### config.mk
export PLATFORM = sky130hd
export DESIGN_NAME = decode_stage_flat
export DESIGN_NICKNAME = d
export VERILOG_FILES = /design/src/rtl/decode_stage_if.sv /design/src/rtl/decode_stage.sv /design/src/flat_wrapper.sv
export SDC_FILE = /design/constraint.sdc
export NUM_CORES = 1
export LEC_CHECK = 0
export ABC_CLOCK_PERIOD_IN_PS = 7500
export CORE_AREA = 8 8 154 156
export CTS_CLUSTER_SIZE = 25
export DETAILED_ROUTE_END_ITERATION = 6
export DIE_AREA = 0 0 162 164
export DONT_BUFFER_PORTS = 1
export MAX_ROUTING_LAYER = met4
export PLACE_DENSITY = 0.74
export REMOVE_ABC_BUFFERS = 1
export SLEW_MARGIN = 15
export SYNTH_ARGS = -nofsm -noshare
export SYNTH_HDL_FRONTEND = slang
export SYNTH_SLANG_ARGS = --single-unit
### constraint.sdc
create_clock -name clk -period 7.5 [get_ports clk]
set_clock_uncertainty 0.15 [all_clocks]
set_input_delay 1.125 -clock clk [delete_from_list [all_inputs] [get_ports clk]]
set_output_delay 1.125 -clock clk [all_outputs]
set_load 0.01 [all_outputs]
### src/rtl/decode_stage_if.sv
// ============================================================================
// decode_stage_if : fetch/write-back inputs and ID/EX outputs of decode_stage
// Revision 1.0
// ============================================================================
`default_nettype none

interface decode_stage_if;
    logic [15:0] instr;
    logic [15:0] nextPc;
    logic        doBranch;
    logic        downStall;
    logic        wbEn;
    logic [2:0]  wbReg;
    logic [15:0] wbData;
    logic [15:0] exInstr;
    logic [15:0] exPc;
    logic [15:0] rsData;
    logic [15:0] rtData;
    logic [2:0]  dstReg;
    logic        dstEn;
    logic        stallOut;
    logic        haltOut;
    logic        err;

    modport slave (
        input  instr, nextPc, doBranch, downStall, wbEn, wbReg, wbData,
        output exInstr, exPc, rsData, rtData, dstReg, dstEn, stallOut, haltOut, err
    );

    modport master (
        output instr, nextPc, doBranch, downStall, wbEn, wbReg, wbData,
        input  exInstr, exPc, rsData, rtData, dstReg, dstEn, stallOut, haltOut, err
    );
endinterface

`default_nettype wire

### src/rtl/decode_stage.sv
// ============================================================================
// decode_stage : register file, RAW scoreboard and ID/EX pipeline register
// Revision 1.0
// ============================================================================
`default_nettype none

module decode_stage (
    input  wire logic      clk,
    input  wire logic      rst,
    decode_stage_if.slave  bus
);

    localparam logic [15:0] c_NOP  = 16'h0800;
    localparam logic [4:0]  c_HALT = 5'b00000;

    logic [15:0] r_regs [8];
    logic [1:0]  r_pend [8];
    logic [1:0]  w_pend_nxt [8];
    logic        r_err;
    logic        w_underflow;

    logic [4:0]  w_op;
    logic [2:0]  w_ra, w_rb, w_rc, w_dst;
    logic        w_use_a, w_use_b, w_has_dst;
    logic [15:0] w_rs, w_rt;
    logic        w_hit_a, w_hit_b;
    logic        w_hazard, w_issue;
    logic [7:0]  w_inc_vec, w_dec_vec;

    logic [15:0] r_ex_instr, r_ex_pc, r_rs, r_rt;
    logic [2:0]  r_dst;
    logic        r_dst_en, r_halt;

    function automatic logic f_src_blocked(input logic [1:0] cnt, input logic wb_hit);
        return (cnt >= 2'd2) || ((cnt == 2'd1) && !wb_hit);
    endfunction

    assign w_op = bus.instr[15:11];
    assign w_ra = bus.instr[10:8];
    assign w_rb = bus.instr[7:5];
    assign w_rc = bus.instr[4:2];

    always_comb begin
        w_use_a   = 1'b0;
        w_use_b   = 1'b0;
        w_has_dst = 1'b0;
        w_dst     = 3'd0;
        casez (w_op)
            5'b1101?: begin w_use_a = 1'b1; w_use_b = 1'b1; w_has_dst = 1'b1; w_dst = w_rc; end
            5'b010??,
            5'b101??: begin w_use_a = 1'b1; w_has_dst = 1'b1; w_dst = w_rb; end
            5'b10000: begin w_use_a = 1'b1; w_use_b = 1'b1; end
            5'b10001: begin w_use_a = 1'b1; w_has_dst = 1'b1; w_dst = w_rb; end
            5'b10011: begin w_use_a = 1'b1; w_use_b = 1'b1; w_has_dst = 1'b1; w_dst = w_ra; end
            5'b011??,
            5'b00101: begin w_use_a = 1'b1; end
            5'b11000: begin w_has_dst = 1'b1; w_dst = w_ra; end
            5'b10010: begin w_use_a = 1'b1; w_has_dst = 1'b1; w_dst = w_ra; end
            5'b00110: begin w_has_dst = 1'b1; w_dst = 3'd7; end
            5'b00111: begin w_use_a = 1'b1; w_has_dst = 1'b1; w_dst = 3'd7; end
            default:  begin end
        endcase
    end

    // Write-before-read bypass lets a consumer issue in its producer's write-back cycle
    assign w_hit_a = bus.wbEn && (bus.wbReg == w_ra);
    assign w_hit_b = bus.wbEn && (bus.wbReg == w_rb);
    assign w_rs    = w_hit_a ? bus.wbData : r_regs[w_ra];
    assign w_rt    = w_hit_b ? bus.wbData : r_regs[w_rb];

    assign w_hazard = (w_use_a && f_src_blocked(r_pend[w_ra], w_hit_a))
                    | (w_use_b && f_src_blocked(r_pend[w_rb], w_hit_b))
                    | (w_has_dst && (r_pend[w_dst] == 2'd3));

    assign w_issue      = !bus.downStall && !bus.doBranch && !w_hazard;
    assign bus.stallOut = bus.downStall | (w_hazard & ~bus.doBranch);

    assign w_inc_vec = (w_issue && w_has_dst) ? (8'd1 << w_dst) : 8'd0;
    assign w_dec_vec = bus.wbEn ? (8'd1 << bus.wbReg) : 8'd0;

    always_comb begin
        w_underflow = 1'b0;
        for (int i = 0; i < 8; i++) begin
            w_pend_nxt[i] = r_pend[i];
            if (w_inc_vec[i] && !w_dec_vec[i]) begin
                w_pend_nxt[i] = r_pend[i] + 2'd1;
            end else if (!w_inc_vec[i] && w_dec_vec[i]) begin
                if (r_pend[i] == 2'd0) begin
                    w_underflow = 1'b1;
                end else begin
                    w_pend_nxt[i] = r_pend[i] - 2'd1;
                end
            end
        end
    end

    always_ff @(posedge clk or negedge rst) begin
        if (!rst) begin
            for (int i = 0; i < 8; i++) begin
                r_pend[i] <= 2'd0;
                r_regs[i] <= 16'd0;
            end
            r_err <= 1'b0;
        end else begin
            for (int i = 0; i < 8; i++) begin
                r_pend[i] <= w_pend_nxt[i];
            end
            if (bus.wbEn) begin
                r_regs[bus.wbReg] <= bus.wbData;
            end
            if (w_underflow) begin
                r_err <= 1'b1;
            end
        end
    end

    always_ff @(posedge clk or negedge rst) begin
        if (!rst) begin
            r_ex_instr <= c_NOP;
            r_ex_pc    <= 16'd0;
            r_rs       <= 16'd0;
            r_rt       <= 16'd0;
            r_dst      <= 3'd0;
            r_dst_en   <= 1'b0;
            r_halt     <= 1'b0;
        end else if (!bus.downStall) begin
            if (w_issue) begin
                r_ex_instr <= bus.instr;
                r_ex_pc    <= bus.nextPc;
                r_rs       <= w_rs;
                r_rt       <= w_rt;
                r_dst      <= w_dst;
                r_dst_en   <= w_has_dst;
                r_halt     <= (w_op == c_HALT);
            end else begin
                r_ex_instr <= c_NOP;
                r_ex_pc    <= 16'd0;
                r_rs       <= 16'd0;
                r_rt       <= 16'd0;
                r_dst      <= 3'd0;
                r_dst_en   <= 1'b0;
                r_halt     <= 1'b0;
            end
        end
    end

    assign bus.exInstr = r_ex_instr;
    assign bus.exPc    = r_ex_pc;
    assign bus.rsData  = r_rs;
    assign bus.rtData  = r_rt;
    assign bus.dstReg  = r_dst;
    assign bus.dstEn   = r_dst_en;
    assign bus.haltOut = r_halt;
    assign bus.err     = r_err;

endmodule

`default_nettype wire
### src/flat_wrapper.sv
// flat-port wrapper written by rule: the top's interface ports become plain ports
module decode_stage_flat 
  (clk, rst, bus_instr, bus_nextPc, bus_doBranch, bus_downStall, bus_wbEn, bus_wbReg, bus_wbData, bus_exInstr, bus_exPc, bus_rsData, bus_rtData, bus_dstReg, bus_dstEn, bus_stallOut, bus_haltOut, bus_err);
  decode_stage_if bus_i ();
  input  wire logic clk;
  input  wire logic rst;
  input wire logic [$bits(bus_i.instr)-1:0] bus_instr;
  input wire logic [$bits(bus_i.nextPc)-1:0] bus_nextPc;
  input wire logic [$bits(bus_i.doBranch)-1:0] bus_doBranch;
  input wire logic [$bits(bus_i.downStall)-1:0] bus_downStall;
  input wire logic [$bits(bus_i.wbEn)-1:0] bus_wbEn;
  input wire logic [$bits(bus_i.wbReg)-1:0] bus_wbReg;
  input wire logic [$bits(bus_i.wbData)-1:0] bus_wbData;
  output wire logic [$bits(bus_i.exInstr)-1:0] bus_exInstr;
  output wire logic [$bits(bus_i.exPc)-1:0] bus_exPc;
  output wire logic [$bits(bus_i.rsData)-1:0] bus_rsData;
  output wire logic [$bits(bus_i.rtData)-1:0] bus_rtData;
  output wire logic [$bits(bus_i.dstReg)-1:0] bus_dstReg;
  output wire logic [$bits(bus_i.dstEn)-1:0] bus_dstEn;
  output wire logic [$bits(bus_i.stallOut)-1:0] bus_stallOut;
  output wire logic [$bits(bus_i.haltOut)-1:0] bus_haltOut;
  output wire logic [$bits(bus_i.err)-1:0] bus_err;
  assign bus_i.instr = bus_instr;
  assign bus_i.nextPc = bus_nextPc;
  assign bus_i.doBranch = bus_doBranch;
  assign bus_i.downStall = bus_downStall;
  assign bus_i.wbEn = bus_wbEn;
  assign bus_i.wbReg = bus_wbReg;
  assign bus_i.wbData = bus_wbData;
  assign bus_exInstr = bus_i.exInstr;
  assign bus_exPc = bus_i.exPc;
  assign bus_rsData = bus_i.rsData;
  assign bus_rtData = bus_i.rtData;
  assign bus_dstReg = bus_i.dstReg;
  assign bus_dstEn = bus_i.dstEn;
  assign bus_stallOut = bus_i.stallOut;
  assign bus_haltOut = bus_i.haltOut;
  assign bus_err = bus_i.err;
  decode_stage u_core (.clk(clk), .rst(rst), .bus(bus_i));
endmodule
==> results of run 1 <==
routing by layer:
metal	global-route usage	wire length, microns
met2	0.382	15000
met1	0.299	12700
met4	0.0880	958
met5	-	0
met3	0.0662	2970
cell usage after synthesis (8+ instances only):
cell	number	area (sq um)
dfrtp_1	213	5330
nand2_1	191	717
mux2_2	80	901
mux4_2	68	1530
clkbuf_1	67	251
nor2_1	56	210
a32o_1	50	500
a21oi_1	46	230
mux2i_1	37	370
inv_1	24	90.1
o21ai_0	20	100
ha_1	16	200
o31ai_1	16	120
buf_1	12	45.0
nand3_1	12	60.1
nor3_1	12	60.1
o22ai_1	9	56.3
nand2b_1	8	50.1
sequential cells by signal, indices dropped and copies added, names as in the netlist:
name,cells
u_core.r_regs,128
u_core.bus.exInstr,16
u_core.bus.exPc,16
u_core.bus.rsData,16
u_core.bus.rtData,16
u_core.r_pend,16
u_core.bus.dstReg,3
u_core.bus.dstEn,1
u_core.bus.err,1
u_core.bus.haltOut,1
layout make-up:
type	instances	area, sq um	share of cell area
tap	280	350	0.0283
sequential	214	5360	0.433
inverter	28	105	0.00849
clock inverter	6	83.8	0.00677
clock buffer	36	674	0.0545
multi-input combinational	693	5720	0.462
timing repair buffer	13	97.6	0.00788
where the power goes:
| part | internal, W | total [W] | switching, W |
|---|---|---|---|
| registers | 0.00137 | 0.00160 | 0.000228 |
| clock network | 0.000686 | 0.00114 | 0.000458 |
| logic | 0.000371 | 0.000660 | 0.000289 |
logic make-up (layout without fill, tap and decap cells):
kind of cell	Yosys count	after routing	synth area share
AOI/OAI and AO/OA	169	169	0.107
xor gates and xnor gates	6	6	0.00455
adders and majority gates	16	16	0.0173
buffers and inverters	119	83	0.0438
DFF	214	214	0.464
muxes	187	187	0.247
and+or+nand+nor	315	315	0.117
cell usage in the layout, fill, tap and decap left out, types with 20 or more instances in the layout:
cell type  instances
a21oi_1           45
mux2_2            80
mux2i_1           37
a32o_1            50
nand2_1          191
mux4_2            68
inv_1             24
o21ai_0           20
nor2_1            54
clkbuf_16         23
dfrtp_1          213
path summary, 6_finish.rpt:
kind                            cells after the start  slack, ns             start                     end
worst max-delay path                                7       3.03     bus_instr[11]            bus_stallOut
worst min-delay path                                0       0.17               rst       u_core.r_regs[71]
worst max register to register                     12       3.62  u_core.r_pend[9]          u_core.bus.err
worst min register to register                      2       0.34  u_core.r_regs[4]        u_core.r_regs[4]
max in group asynchronous                           0       6.60               rst  u_core.bus.exInstr[11]
min in group clk                                    2       0.34  u_core.r_regs[4]        u_core.r_regs[4]
worst max-delay path, cell delays in order:
cell,delay [ns]
nor2b_1,0.16
o21ai_1,0.08
o21ai_1,0.16
a221o_1,0.35
mux4_1,0.63
o221a_2,0.31
o21ai_0,0.39
stage by stage:
stage                      util  hold slack, ns  std cells  area, sq um
after global routing      0.580           0.148       1270        12400
after global placement    0.544           0.321       1228        11600
after CTS                 0.580           0.148       1270        12400
after detailed placement  0.544           0.332       1228        11600
after floorplan               -           0.307        935        11100
final                     0.580           0.167       1270        12400
==> flow_summary.yaml, run 1 <==
worst_hold_path:
  hp-class: "in -> async"
pwr:
  power_w: 0.00340
  p_per_area_nw_per_um2: 275
  vdd_ir_drop_max_v: 0.000124
  leakagePower_nw: 5.39
finish:
  area_delta_synth_final_pct: 7.24
  antenna_cells: 0
  final_nets: 1045
  drive_above_1_share: 0.210
  n_fill_cell: 1727
die:
  io_pins: 127
  row_count: 54
  core_area_sq_um: 21400
  initial_core_util: 0.541
  die_w_microns: 162
  die_y_microns: 164
  dieArea_sq_um: 26600
logic_synthesis:
  synth_edf_count: 0
  synth_cells: 1026
  ys_seq_area_frac: 0.464
  ys.flop_type: "dfrtp_1"
  async_flop_share: 1.00
  syn_avg_cell_area_sq_um: 11.3
  synth_area_sq_um: 11500
  synth.distinct_cells: 51
  ys_ff_latch: 214
  ys_warn_count: 0
placement:
  pre_cts_slack_ns: 3.06
  gp_congestion: 0.918
  place_hpwl_microns: 18200
  io_buffers: 0
global_routing:
  overflow: 0
  antenna_found_initial: 0
  track_usage: 0.243
  grt_max_degree: 215
  grt_first_pass_wirelength_microns: 48800
  grt_pass1_vias: 8418
route:
  via_per_inst: 6.55
  wirelength_microns: 31600
  drt-initial-drc-count: 719
  vias: 8320
  drtPass1Iterations: 6
  wl_per_cell_microns: 24.9
  drc: 0
  postRouteAntennaNets: 0
clock_network:
  clk_pin_slew_ns: 0.06
  clk_latency_ns: 0.51
  cts_buffers: 23
  cts_resized: 0
  clock_path_buffers: 3
  cts.sinks: 214
  postCtsHoldBufs: 0
  cts-htree-levels: 1
  tritoncts: "built"
  cts_setup_buffers: 0
  root_buffer: "clkbuf_16"
timing:
  fin_setup_tns_ns: 0
  fin_crit_ns: 4.47
  drv_slew: 0
  setup_violations: 0
  fmax_mhz: 224
  tightestPinTransition_ns: 0.783
  fin_crit_sh: 0.596
  hold_viol: 0
  slew_headroom: 0.475
  fin_ws_ns: 3.03
  rsz0062_at_grt: "no"
job:
  cap_violations: 0
worst_setup_path:
  arrival_ns: 3.20
  path_max_fanout: 7
  crit_type: "in -> out"
  cp.required_ns: 6.22
  start_kind: "input pin"
  cp-end-kind: "primary output"
run_status:
  status: "complete, no violations"
(Power assumes the default switching activity.)
==> run 2: changes to the inputs <==
Settings changed: ABC_CLOCK_PERIOD_IN_PS 7500 to 3650, PLACE_DENSITY 0.74 to 0.77.
Clock period 7.5 ns to 3.65 ns, I/O delays scaled along.
==> run 2 against run 1 <==
Net effect: the flow now finishes with violations (hold timing); combinational power increased by 120%; critical path depth rose by 1; global-route usage up 0.11 points; largest power group unchanged; clock-buffer cell count down 6; core utilization is 1.4 points higher; worst hold slack got worse by 0.58 ns; setup slack got worse by 2.9 ns; sequential power increased by 100%; sequential share of layout area shrank 1.0 points; register-to-register slack got worse by 3.2 ns; flip-flop and latch count stayed put; final area grew 2.4%.
==> flow_summary.yaml, run 2 (synthesis gave the netlist of run 1 again) <==
run_status:
  status: "finished with violations"
  violations: "hold timing"
finish:
  antenna_cells: 0
  largest_register_ff_count: 128
  final_cells: 1301
  fin_util: 0.594
  drive_above_1_share: 0.221
  final_cell_mix: "213 x dfrtp_1, 191 x nand2_1, 80 x mux2_2, 68 x mux4_2, 54 x nor2_1"
  top_register: "u_core.r_regs"
  area_delta_synth_final_pct: 9.80
  final_common_cell: "dfrtp_1"
  final_nets: 1075
  finalInstanceArea_sq_um: 12700
clock_network:
  postCtsHoldBufs: 17
  cts_setup_buffers: 0
  clk_latency_ns: 0.51
  clk_pin_slew_ns: 0.06
  clock_path_buffers: 3
  tritoncts: "built"
  root_buffer: "clkbuf_16"
  cts_buffers: 24
  cts.sinks: 214
  cts-htree-levels: 1
pwr:
  p_int_w: 0.00505
  p_sw_w: 0.00210
  leakagePower_nw: 5.54
  vdd_ir_drop_max_v: 0.000384
  clock_power_share: 0.339
  pwr-share-comb: 0.205
  swShare: 0.293
  p_per_area_nw_per_um2: 564
  sequentialPowerShare: 0.456
timing:
  fin_ws_ns: 0.140
  fmax_mhz: 285
  fin_crit_sh: 0.962
  hold_viol: 214
  slew_headroom: 0.449
  rsz0062_at_grt: "no"
  tightestPinTransition_ns: 0.825
  drv_slew: 0
  setup_violations: 0
  fin_crit_ns: 3.51
  hold_slack_ns: -0.415
global_routing:
  grt_first_pass_wirelength_microns: 49900
  track_usage: 0.244
  antenna_found_initial: 0
  overflow: 0
  grt_max_degree: 215
  grt_pass1_vias: 8839
route:
  via_per_inst: 6.63
  vias: 8625
  drc: 0
  postRouteAntennaNets: 0
  wl_per_cell_microns: 24.0
  drt-initial-drc-count: 918
  wirelength_microns: 31300
  drtPass1Iterations: 5
die:
  dieArea_sq_um: 26600
  initial_core_util: 0.541
  die_y_microns: 164
  core_area_sq_um: 21400
  io_pins: 127
  die_w_microns: 162
  row_count: 54
worst_setup_path:
  path_max_fanout: 13
  cp.required_ns: 2.95
  start_kind: "flop"
  worstPathCellList: "or3b_2 -> o311ai_0 -> a32oi_1 -> o311a_1 -> a31oi_1 -> o221a_4 -> o21ai_0 -> buf_4"
  crit_type: "reg -> out"
  cp_slowest_cell: "or3b_2"
  cp-end-kind: "primary output"
  slowest_delay_ns: 0.46
  critical-path-top-delay-family: "compound AO/OA/AOI/OAI gates"
  r2r_slack_ns: 0.39
  cp_num_buf_inv: 1
  arrival_ns: 2.81
placement:
  place_hpwl_microns: 19000
  gp_congestion: 0.922
  place_area_sq_um: 11700
  io_buffers: 0
  place_inst: 1240
  pre_cts_slack_ns: 0.191
job:
  cap_violations: 0
worst_hold_path:
  hp-class: "in -> async"
run 2: cell count changes in the layout (fill, tap and decap cells not counted):
| cell | change |
|---|---|
| o221a_4 | +1 |
| o221a_2 | -1 |
| clkbuf_1 | -4 |
| clkinv_4 | +1 |
| clkbuf_16 | +2 |
| buf_4 | +12 |
| clkbuf_8 | -4 |
| clkinvlp_4 | +1 |
| dlygate4sd3_1 | +17 |
| clkinv_2 | +6 |
run 2: worst paths after layout:
kind                            cells past startpoint                     end               from
max in group asynchronous                           0        u_core.r_pend[9]                rst
worst min-delay path                                0  u_core.bus.exInstr[13]                rst
min in group clk                                    2       u_core.r_regs[15]     bus_wbData[15]
worst max register to register                     11          u_core.bus.err   u_core.r_pend[9]
worst max-delay path                                8            bus_stallOut   u_core.r_pend[9]
worst min register to register                      2       u_core.r_regs[65]  u_core.r_regs[65]
run 2: power groups by stage:
stage	Combinational [W]	Clock (W)	Sequential, W
global placement	0.00136	0	0.00325
global route	0.00160	0.00254	0.00332
floorplan	0.00110	0	0.00316
finish	0.00147	0.00242	0.00326
CTS	0.00145	0.00245	0.00325
detailed placement	0.00142	0	0.00329
run 2: layout make-up:
type | count | area [sq um]
fillers | 1693 | 8670
flip-flops and latches | 214 | 5360
clock buffers | 30 | 654
inverters | 28 | 105
repair buffers | 42 | 358
well taps | 280 | 350
clock inverters | 14 | 130
multi-input cells | 693 | 5720
run 2: per-stage QoR:
step / setup TNS [ns] / total power [W]
after global routing: 0 / 0.00746
after global placement: 0 / 0.00461
after detailed placement: 0 / 0.00471
after floorplan: -23.13 / 0.00426
final: 0 / 0.00715
after CTS: 0 / 0.00715
run 2: metal layers:
metal	part of all wire	vias to the layer above	global-route usage
met4	0.032	0	0.0859
met2	0.47	445	0.388
met5	0	-	-
met3	0.10	80	0.0556
li1	-	3710	-
met1	0.39	4390	0.305
run 2: timing repair:
item / CTS / global route
gates resized for setup: 0 / 1
endpoints found under the setup margin: 0 / 1
endpoints found under the hold margin: 258 / 214
run 2: worst reg2reg max path, delay by kind of cell, from the launching register on:
| family | cells | cell delay, ns |
|---|---|---|
| AND/OR/NAND/NOR | 5 | 1.20 |
| AO/OA/AOI/OAI | 5 | 1.11 |
| flip-flops | 1 | 0.39 |
| adder cells (fa/ha/maj) | 1 | 0.27 |
